### src/rtl/t01_pkg.sv
// Shared playfield geometry, colours and controller state encoding for the line-clear block.
package t01_pkg;

    localparam int unsigned GRID_W  = 10;
    localparam int unsigned GRID_H  = 20;
    localparam int unsigned CELL_W  = 3;
    localparam int unsigned ROW_W   = GRID_W * CELL_W;
    localparam int unsigned BOARD_W = ROW_W * GRID_H;

    localparam logic [CELL_W-1:0] BLACK = 3'b000;
    localparam logic [CELL_W-1:0] WHITE = 3'b111;

    typedef enum logic [2:0] {
        IDLE,
        SCAN,
        FLASH,
        SHIFT,
        DONE
    } state_t;

    // Number of set bits in the full-row mask, saturated into the 3-bit result field.
    function automatic logic [2:0] count_lines(input logic [GRID_H-1:0] mask);
        logic [4:0] n;
        n = '0;
        for (int i = 0; i < int'(GRID_H); i++) begin
            n = n + 5'(mask[i]);
        end
        return (n > 5'd7) ? 3'd7 : n[2:0];
    endfunction

endpackage

### src/rtl/t01_row_full_detect.sv
// Flags a playfield row as full when none of its cells is BLACK.
module t01_row_full_detect
    import t01_pkg::*;
(
    input  logic [ROW_W-1:0] row,
    output logic             full
);

    always_comb begin
        full = 1'b1;
        for (int c = 0; c < int'(GRID_W); c++) begin
            if (row[c*CELL_W +: CELL_W] == BLACK) begin
                full = 1'b0;
            end
        end
    end

endmodule

### src/rtl/t01_line_clear_ctrl.sv
// Line-clear sequencer: scans for full rows, flashes them white, compacts the board
// downward and returns the result to the game FSM.
module t01_line_clear_ctrl
    import t01_pkg::*;
#(
    parameter logic [23:0] FLASH_CYCLES = 24'd10_000_000
) (
    input  logic               clk,
    input  logic               rst,
    input  logic               start,
    input  logic               gameover,
    input  logic [BOARD_W-1:0] board_in,
    output logic [BOARD_W-1:0] disp_color,
    output logic [BOARD_W-1:0] board_out,
    output logic               board_we,
    output logic               busy,
    output logic               done,
    output logic [2:0]         lines_cleared
);

    state_t              state_q, state_d;
    logic [BOARD_W-1:0]  buf_q, buf_d;
    logic [GRID_H-1:0]   full_mask_q, full_mask_d;
    logic [4:0]          row_q, row_d;
    logic [23:0]         flash_cnt_q, flash_cnt_d;
    logic signed [5:0]   rd_q, rd_d;
    logic signed [5:0]   wr_q, wr_d;
    logic                busy_q, busy_d;
    logic                done_q, done_d;
    logic                we_q, we_d;
    logic [2:0]          lines_q, lines_d;

    logic [ROW_W-1:0]    scan_row;
    logic                scan_full;
    logic                src_ok;
    logic [4:0]          src_idx;

    assign scan_row = buf_q[int'(row_q)*ROW_W +: ROW_W];

    t01_row_full_detect u_row_full (
        .row  (scan_row),
        .full (scan_full)
    );

    always_ff @(posedge clk or posedge rst) begin
        if (rst) begin
            state_q     <= IDLE;
            buf_q       <= '0;
            full_mask_q <= '0;
            row_q       <= '0;
            flash_cnt_q <= '0;
            rd_q        <= '0;
            wr_q        <= '0;
            busy_q      <= 1'b0;
            done_q      <= 1'b0;
            we_q        <= 1'b0;
            lines_q     <= '0;
        end else begin
            state_q     <= state_d;
            buf_q       <= buf_d;
            full_mask_q <= full_mask_d;
            row_q       <= row_d;
            flash_cnt_q <= flash_cnt_d;
            rd_q        <= rd_d;
            wr_q        <= wr_d;
            busy_q      <= busy_d;
            done_q      <= done_d;
            we_q        <= we_d;
            lines_q     <= lines_d;
        end
    end

    always_comb begin
        state_d     = state_q;
        buf_d       = buf_q;
        full_mask_d = full_mask_q;
        row_d       = row_q;
        flash_cnt_d = flash_cnt_q;
        rd_d        = rd_q;
        wr_d        = wr_q;
        done_d      = 1'b0;
        we_d        = 1'b0;
        lines_d     = lines_q;
        src_ok      = 1'b0;
        src_idx     = '0;

        case (state_q)
            IDLE: begin
                if (start && !gameover) begin
                    buf_d       = board_in;
                    row_d       = '0;
                    full_mask_d = '0;
                    state_d     = SCAN;
                end
            end
            SCAN: begin
                full_mask_d[row_q] = scan_full;
                row_d              = row_q + 5'd1;
                if (row_q == 5'(GRID_H - 1)) begin
                    lines_d = count_lines(full_mask_d);
                    if (lines_d == 3'd0) begin
                        state_d = DONE;
                    end else begin
                        flash_cnt_d = '0;
                        state_d     = FLASH;
                    end
                end
            end
            FLASH: begin
                flash_cnt_d = flash_cnt_q + 24'd1;
                if (flash_cnt_q == FLASH_CYCLES - 24'd1) begin
                    rd_d    = 6'(GRID_H - 1);
                    wr_d    = 6'(GRID_H - 1);
                    state_d = SHIFT;
                end
            end
            SHIFT: begin
                // Full rows at or above rd are skipped in the same cycle so every cycle fills one wr row.
                for (int i = int'(GRID_H) - 1; i >= 0; i--) begin
                    if (!src_ok && ($signed(6'(i)) <= rd_q) && !full_mask_q[i]) begin
                        src_ok  = 1'b1;
                        src_idx = 5'(i);
                    end
                end
                buf_d[int'(wr_q[4:0])*ROW_W +: ROW_W] =
                    src_ok ? buf_q[int'(src_idx)*ROW_W +: ROW_W] : '0;
                rd_d = src_ok ? ($signed({1'b0, src_idx}) - 6'sd1) : -6'sd1;
                wr_d = wr_q - 6'sd1;
                if (wr_q == 6'sd0) begin
                    state_d = DONE;
                end
            end
            DONE: begin
                done_d  = 1'b1;
                we_d    = (lines_q != 3'd0);
                state_d = IDLE;
            end
            default: begin
                state_d = IDLE;
            end
        endcase

        busy_d = (state_d != IDLE);
    end

    // Renderer view: live input when idle, white overlay on full rows while flashing.
    always_comb begin
        disp_color = buf_q;
        if (state_q == IDLE) begin
            disp_color = board_in;
        end else if (state_q == FLASH) begin
            for (int r = 0; r < int'(GRID_H); r++) begin
                if (full_mask_q[r]) begin
                    disp_color[r*ROW_W +: ROW_W] = {GRID_W{WHITE}};
                end
            end
        end
    end

    assign board_out     = buf_q;
    assign board_we      = we_q;
    assign busy          = busy_q;
    assign done          = done_q;
    assign lines_cleared = lines_q;

endmodule

### config.mk
export PLATFORM = sky130hd
export DESIGN_NAME = t01_line_clear_ctrl
export DESIGN_NICKNAME = d
export VERILOG_FILES = /design/src/rtl/t01_pkg.sv /design/src/rtl/t01_row_full_detect.sv /design/src/rtl/t01_line_clear_ctrl.sv
export SDC_FILE = /design/constraint.sdc
export NUM_CORES = 2
export LEC_CHECK = 0
export BUFFER_PORTS_ARGS = -buffer_cell sky130_fd_sc_hd__clkbuf_2
export CORE_AREA = 4 4 712 714
export CTS_CLUSTER_SIZE = 40
export DETAILED_ROUTE_END_ITERATION = 12
export DIE_AREA = 0 0 716 718
export PLACE_DENSITY = 0.3
export SLEW_MARGIN = 30
export SYNTH_ARGS = -nofsm -noshare
export SYNTH_HDL_FRONTEND = slang
export SYNTH_SLANG_ARGS = --single-unit
### constraint.sdc
create_clock -name clk -period 24.3 [get_ports clk]
set_input_delay 2.43 -clock clk [delete_from_list [all_inputs] [get_ports clk]]
set_output_delay 2.43 -clock clk [all_outputs]
set_load 0.01 [all_outputs]
==> results.json <==
{
  "run_status": "finished clean",
  "finalHoldViolCount": 0,
  "finish.net_count": 9303,
  "postSynthRegisterBits": 670,
  "clock_latency_ns": 0.80,
  "area_added_between_synthesis_and_finish_pct": 41.75,
  "fillCellCount": 58040,
  "layout.cell_area.non_filler_mm2": 0.07757,
  "cp_num_buf_inv": 5,
  "core_outline_area_mm2": 0.5003,
  "start_kind": "register",
  "synth_area_leaders": "sky130_fd_sc_hd__dfrtp_1 (31%), sky130_fd_sc_hd__o22a_1 (9.9%), sky130_fd_sc_hd__a21oi_1 (6.9%), sky130_fd_sc_hd__a211oi_1 (5.6%), sky130_fd_sc_hd__nand2_1 (5.0%)",
  "worst_r2r_startpoint": "row_q[1]$_DFFE_PP0P_",
  "synth.cell_area_mm2": 0.05473,
  "io_pins": 1810,
  "maxSlewHeadroom_pct": 23.95,
  "synth_edf_count": 0,
  "worst_r2r_endpoint": "flash_cnt_q[21]$_DFFE_PP0P_",
  "clock-root-buffer": "sky130_fd_sc_hd__clkbuf_16",
  "setup_total_negative_slack_ns": 0,
  "place.gp.congestion": 1.055,
  "drive_above_1_share_pct": 31.94,
  "unrepaired_setup_endpoints_after_global_routing": "false",
  "dieWidth_um": 716,
  "timing.clock.skew_ns": 0.07490,
  "first_global_vias": 74410,
  "synth_seq_area_share_pct": 30.64,
  "critical_path.most_common_cell": "sky130_fd_sc_hd__fa_1",
  "synth_cell_type_count": 130,
  "detailroute.via_count": 81450,
  "antenna_left": 0,
  "net_count_after_synthesis": 7586,
  "worst_slew_pin_tran_ns": 1.141,
  "clock_tree.htree_level_count": 3,
  "path_class": "reg -> reg",
  "source_of_the_worst_hold_timing_path": "flash_cnt_q[23]$_DFFE_PP0P_",
  "drt-initial-drc-count": 12860,
  "wire_length_of_the_first_global_routing_pass_um": 1098000,
  "maximum_number_of_pins_on_one_net_before_global_route_repair": 165,
  "die_y_um": 718,
  "total_cell_area_at_the_placement_stage_mm2": 0.07407,
  "drtPass1Iterations": 8,
  "postCtsHoldBufs": 0,
  "crit_path_end_kind": "register",
  "setup_viol": 0,
  "finalCriticalPeriod_ns": 11.62,
  "avgRoutedWirePerCell_um": 59.25,
  "synthesis.instances": 6927,
  "hold_path.class": "reg -> reg",
  "synth_most_common_cell": "sky130_fd_sc_hd__a21oi_1",
  "cp_top_family": "simple AND/OR/NAND/NOR gates",
  "grtUsageMet2_pct": 49.68,
  "cp_slowest_stage_delay_ns": 0.92,
  "post_synth_most_frequent_cells": "sky130_fd_sc_hd__a21oi_1 (759), sky130_fd_sc_hd__nand2_1 (730), sky130_fd_sc_hd__dfrtp_1 (670), sky130_fd_sc_hd__o22a_1 (616), sky130_fd_sc_hd__nor2_1 (614)",
  "drv_cap": 0,
  "initial_utilization_pct": 10.94,
  "clock_slew_at_reported_path_ffs_ns": 0.06,
  "asyncSetResetFlopFracSynth_pct": 100.0,
  "grt_use_met1_pct": 38.78,
  "synth_top_area_cell": "sky130_fd_sc_hd__dfrtp_1",
  "numCtsBuffers": 97,
  "setup.reg_to_reg.worst_slack_ns": 12.68,
  "global_route.usage.total_pct": 34.24,
  "max_freq_ghz": 0.08605,
  "grt-busiest-layer": "met2",
  "yosys_warnings": 0,
  "detailedPlacementHpwl_um": 765400,
  "ys.flop_type": "sky130_fd_sc_hd__dfrtp_1",
  "cts_max_path_buffers": 3,
  "antenna_found_initial": 352,
  "maxSlewViolCount": 0,
  "cts-resized-gates": 0,
  "critPathArrivalTime_ns": 12.23,
  "postSynthAreaPerCell_um2": 7.900,
  "reg2reg_depth": 32,
  "cts_sinks": 670,
  "finalWirelength_um": 920700,
  "cts_tree": "done",
  "floorplan.die_area_mm2": 0.5141,
  "post-route-period-util_pct": 47.83,
  "grt.met3_usage_pct": 17.09,
  "placement_rows": 260,
  "placement.io_buffers": 1809,
  "synth.top_cell.area_share_pct": 30.64,
  "postCtsSetupRepairBufs": 0,
  "timing.critical_path.fanout_max": 46,
  "detail_route.drc_violations": 0,
  "timing.critical_path.slowest_stage_cell": "sky130_fd_sc_hd__and4_1",
  "timing.hold.worst_endpoint": "flash_cnt_q[23]$_DFFE_PP0P_",
  "holdPathStages": 1,
  "overflow": 0,
  "final_layout_worst_hold_slack_ns": 0.4918,
  "worst_ep_required_time_ns": 24.91,
  "vias_per_cell": 5.242
}
[layout make-up]
class                           instances  area, um2  area share (%)
Antenna cell                          139      347.8          0.4484
Timing Repair Buffer                 2248      12570           16.21
Tap cell                             6681       8359           10.78
Clock inverter                         21      224.0          0.2887
Sequential cell                       670      16770           21.62
Inverter                               46      182.7          0.2355
Multi-Input combinational cell       5581      36220           46.69
Clock buffer                          154       2893           3.729
[placed cells by master, fill, tap and decap left out, drive strengths merged, types with 18 or more instances in the layout]
master and instances:
nand4 18, a32oi 30, buf 439, a21oi 768, nor4 113, a221oi 26
o221a 53, o31ai 59, o21a 51, nand2 733, clkbuf 1963, and2 19
or3 36, o22ai 102, and3 84, nand3 226, nor2 616, o22a 617
inv 51, o41ai 20, ha 34, o21ai 279, diode 139, nor3 492
o221ai 19, fa 21, mux2 28, dfrtp 670, a211oi 436, a22oi 74
a31oi 122, mux2i 144, o31a 27, a21o 23, o211ai 28
[registers in the layout (all words and copies together), names as in the netlist]
| name | flops |
|---|---|
| state_q | 3 |
| wr_q | 6 |
| busy | 1 |
| board_we | 1 |
| row_q | 5 |
| flash_cnt_q | 24 |
| full_mask_q | 20 |
| rd_q | 6 |
| board_out | 600 |
| done | 1 |
| lines_cleared | 3 |
[how the worst max path moves through the flow]
| stage | from | endpoint | slack, ns | depth (start not counted) |
|---|---|---|---|---|
| 6_report | row_q[1]$_DFFE_PP0P_ | flash_cnt_q[21]$_DFFE_PP0P_ | 12.68 | 32 |
| 5_1_grt | row_q[1]$_DFFE_PP0P_ | flash_cnt_q[21]$_DFFE_PP0P_ | 12.63 | 32 |
| 4_1_cts | row_q[1]$_DFFE_PP0P_ | flash_cnt_q[21]$_DFFE_PP0P_ | 13.07 | 32 |
| 3_5_place_dp | row_q[1]$_DFFE_PP0P_ | flash_cnt_q[21]$_DFFE_PP0P_ | 13.10 | 32 |
| 3_3_place_gp | row_q[1]$_DFFE_PP0P_ | flash_cnt_q[21]$_DFFE_PP0P_ | 13.12 | 32 |
| 2_1_floorplan | rst | board_out[0]$_DFFE_PP0P_ | 3.09 | 1 |
[per-stage QoR]
stage               std cells  worst slack (ns)  util, %
floorplan                6927             3.090        -
detailed placement      15230             13.10    14.80
CTS                     15400             13.07    15.43
finish                  15540             12.68    15.50
global placement        15220             13.12    14.75
global route            15450             12.63    15.46
[cells by family (layout without fill, tap and decap cells)]
group / Yosys count / in the layout / synth area share, %
buffers and inverters: 676 / 2469 / 5.142
AOI/OAI and AO/OA: 2908 / 2908 / 38.46
xor gates and xnor gates: 25 / 25 / 0.4001
and+or+nand+nor: 2419 / 2419 / 20.43
other: 0 / 139 / 0
adders and majority gates: 55 / 55 / 1.546
muxes: 174 / 174 / 3.388
DFF: 670 / 670 / 30.64
[metal layers]
layer,wire (um),vias up
met2,379900,6668
met4,78150,98
li1,-,30490
met3,122200,1857
met1,339900,42340
met5,688,-
Power is not shown: default switching activity piles up to over one toggle a cycle in this logic, so the estimate is an artifact.
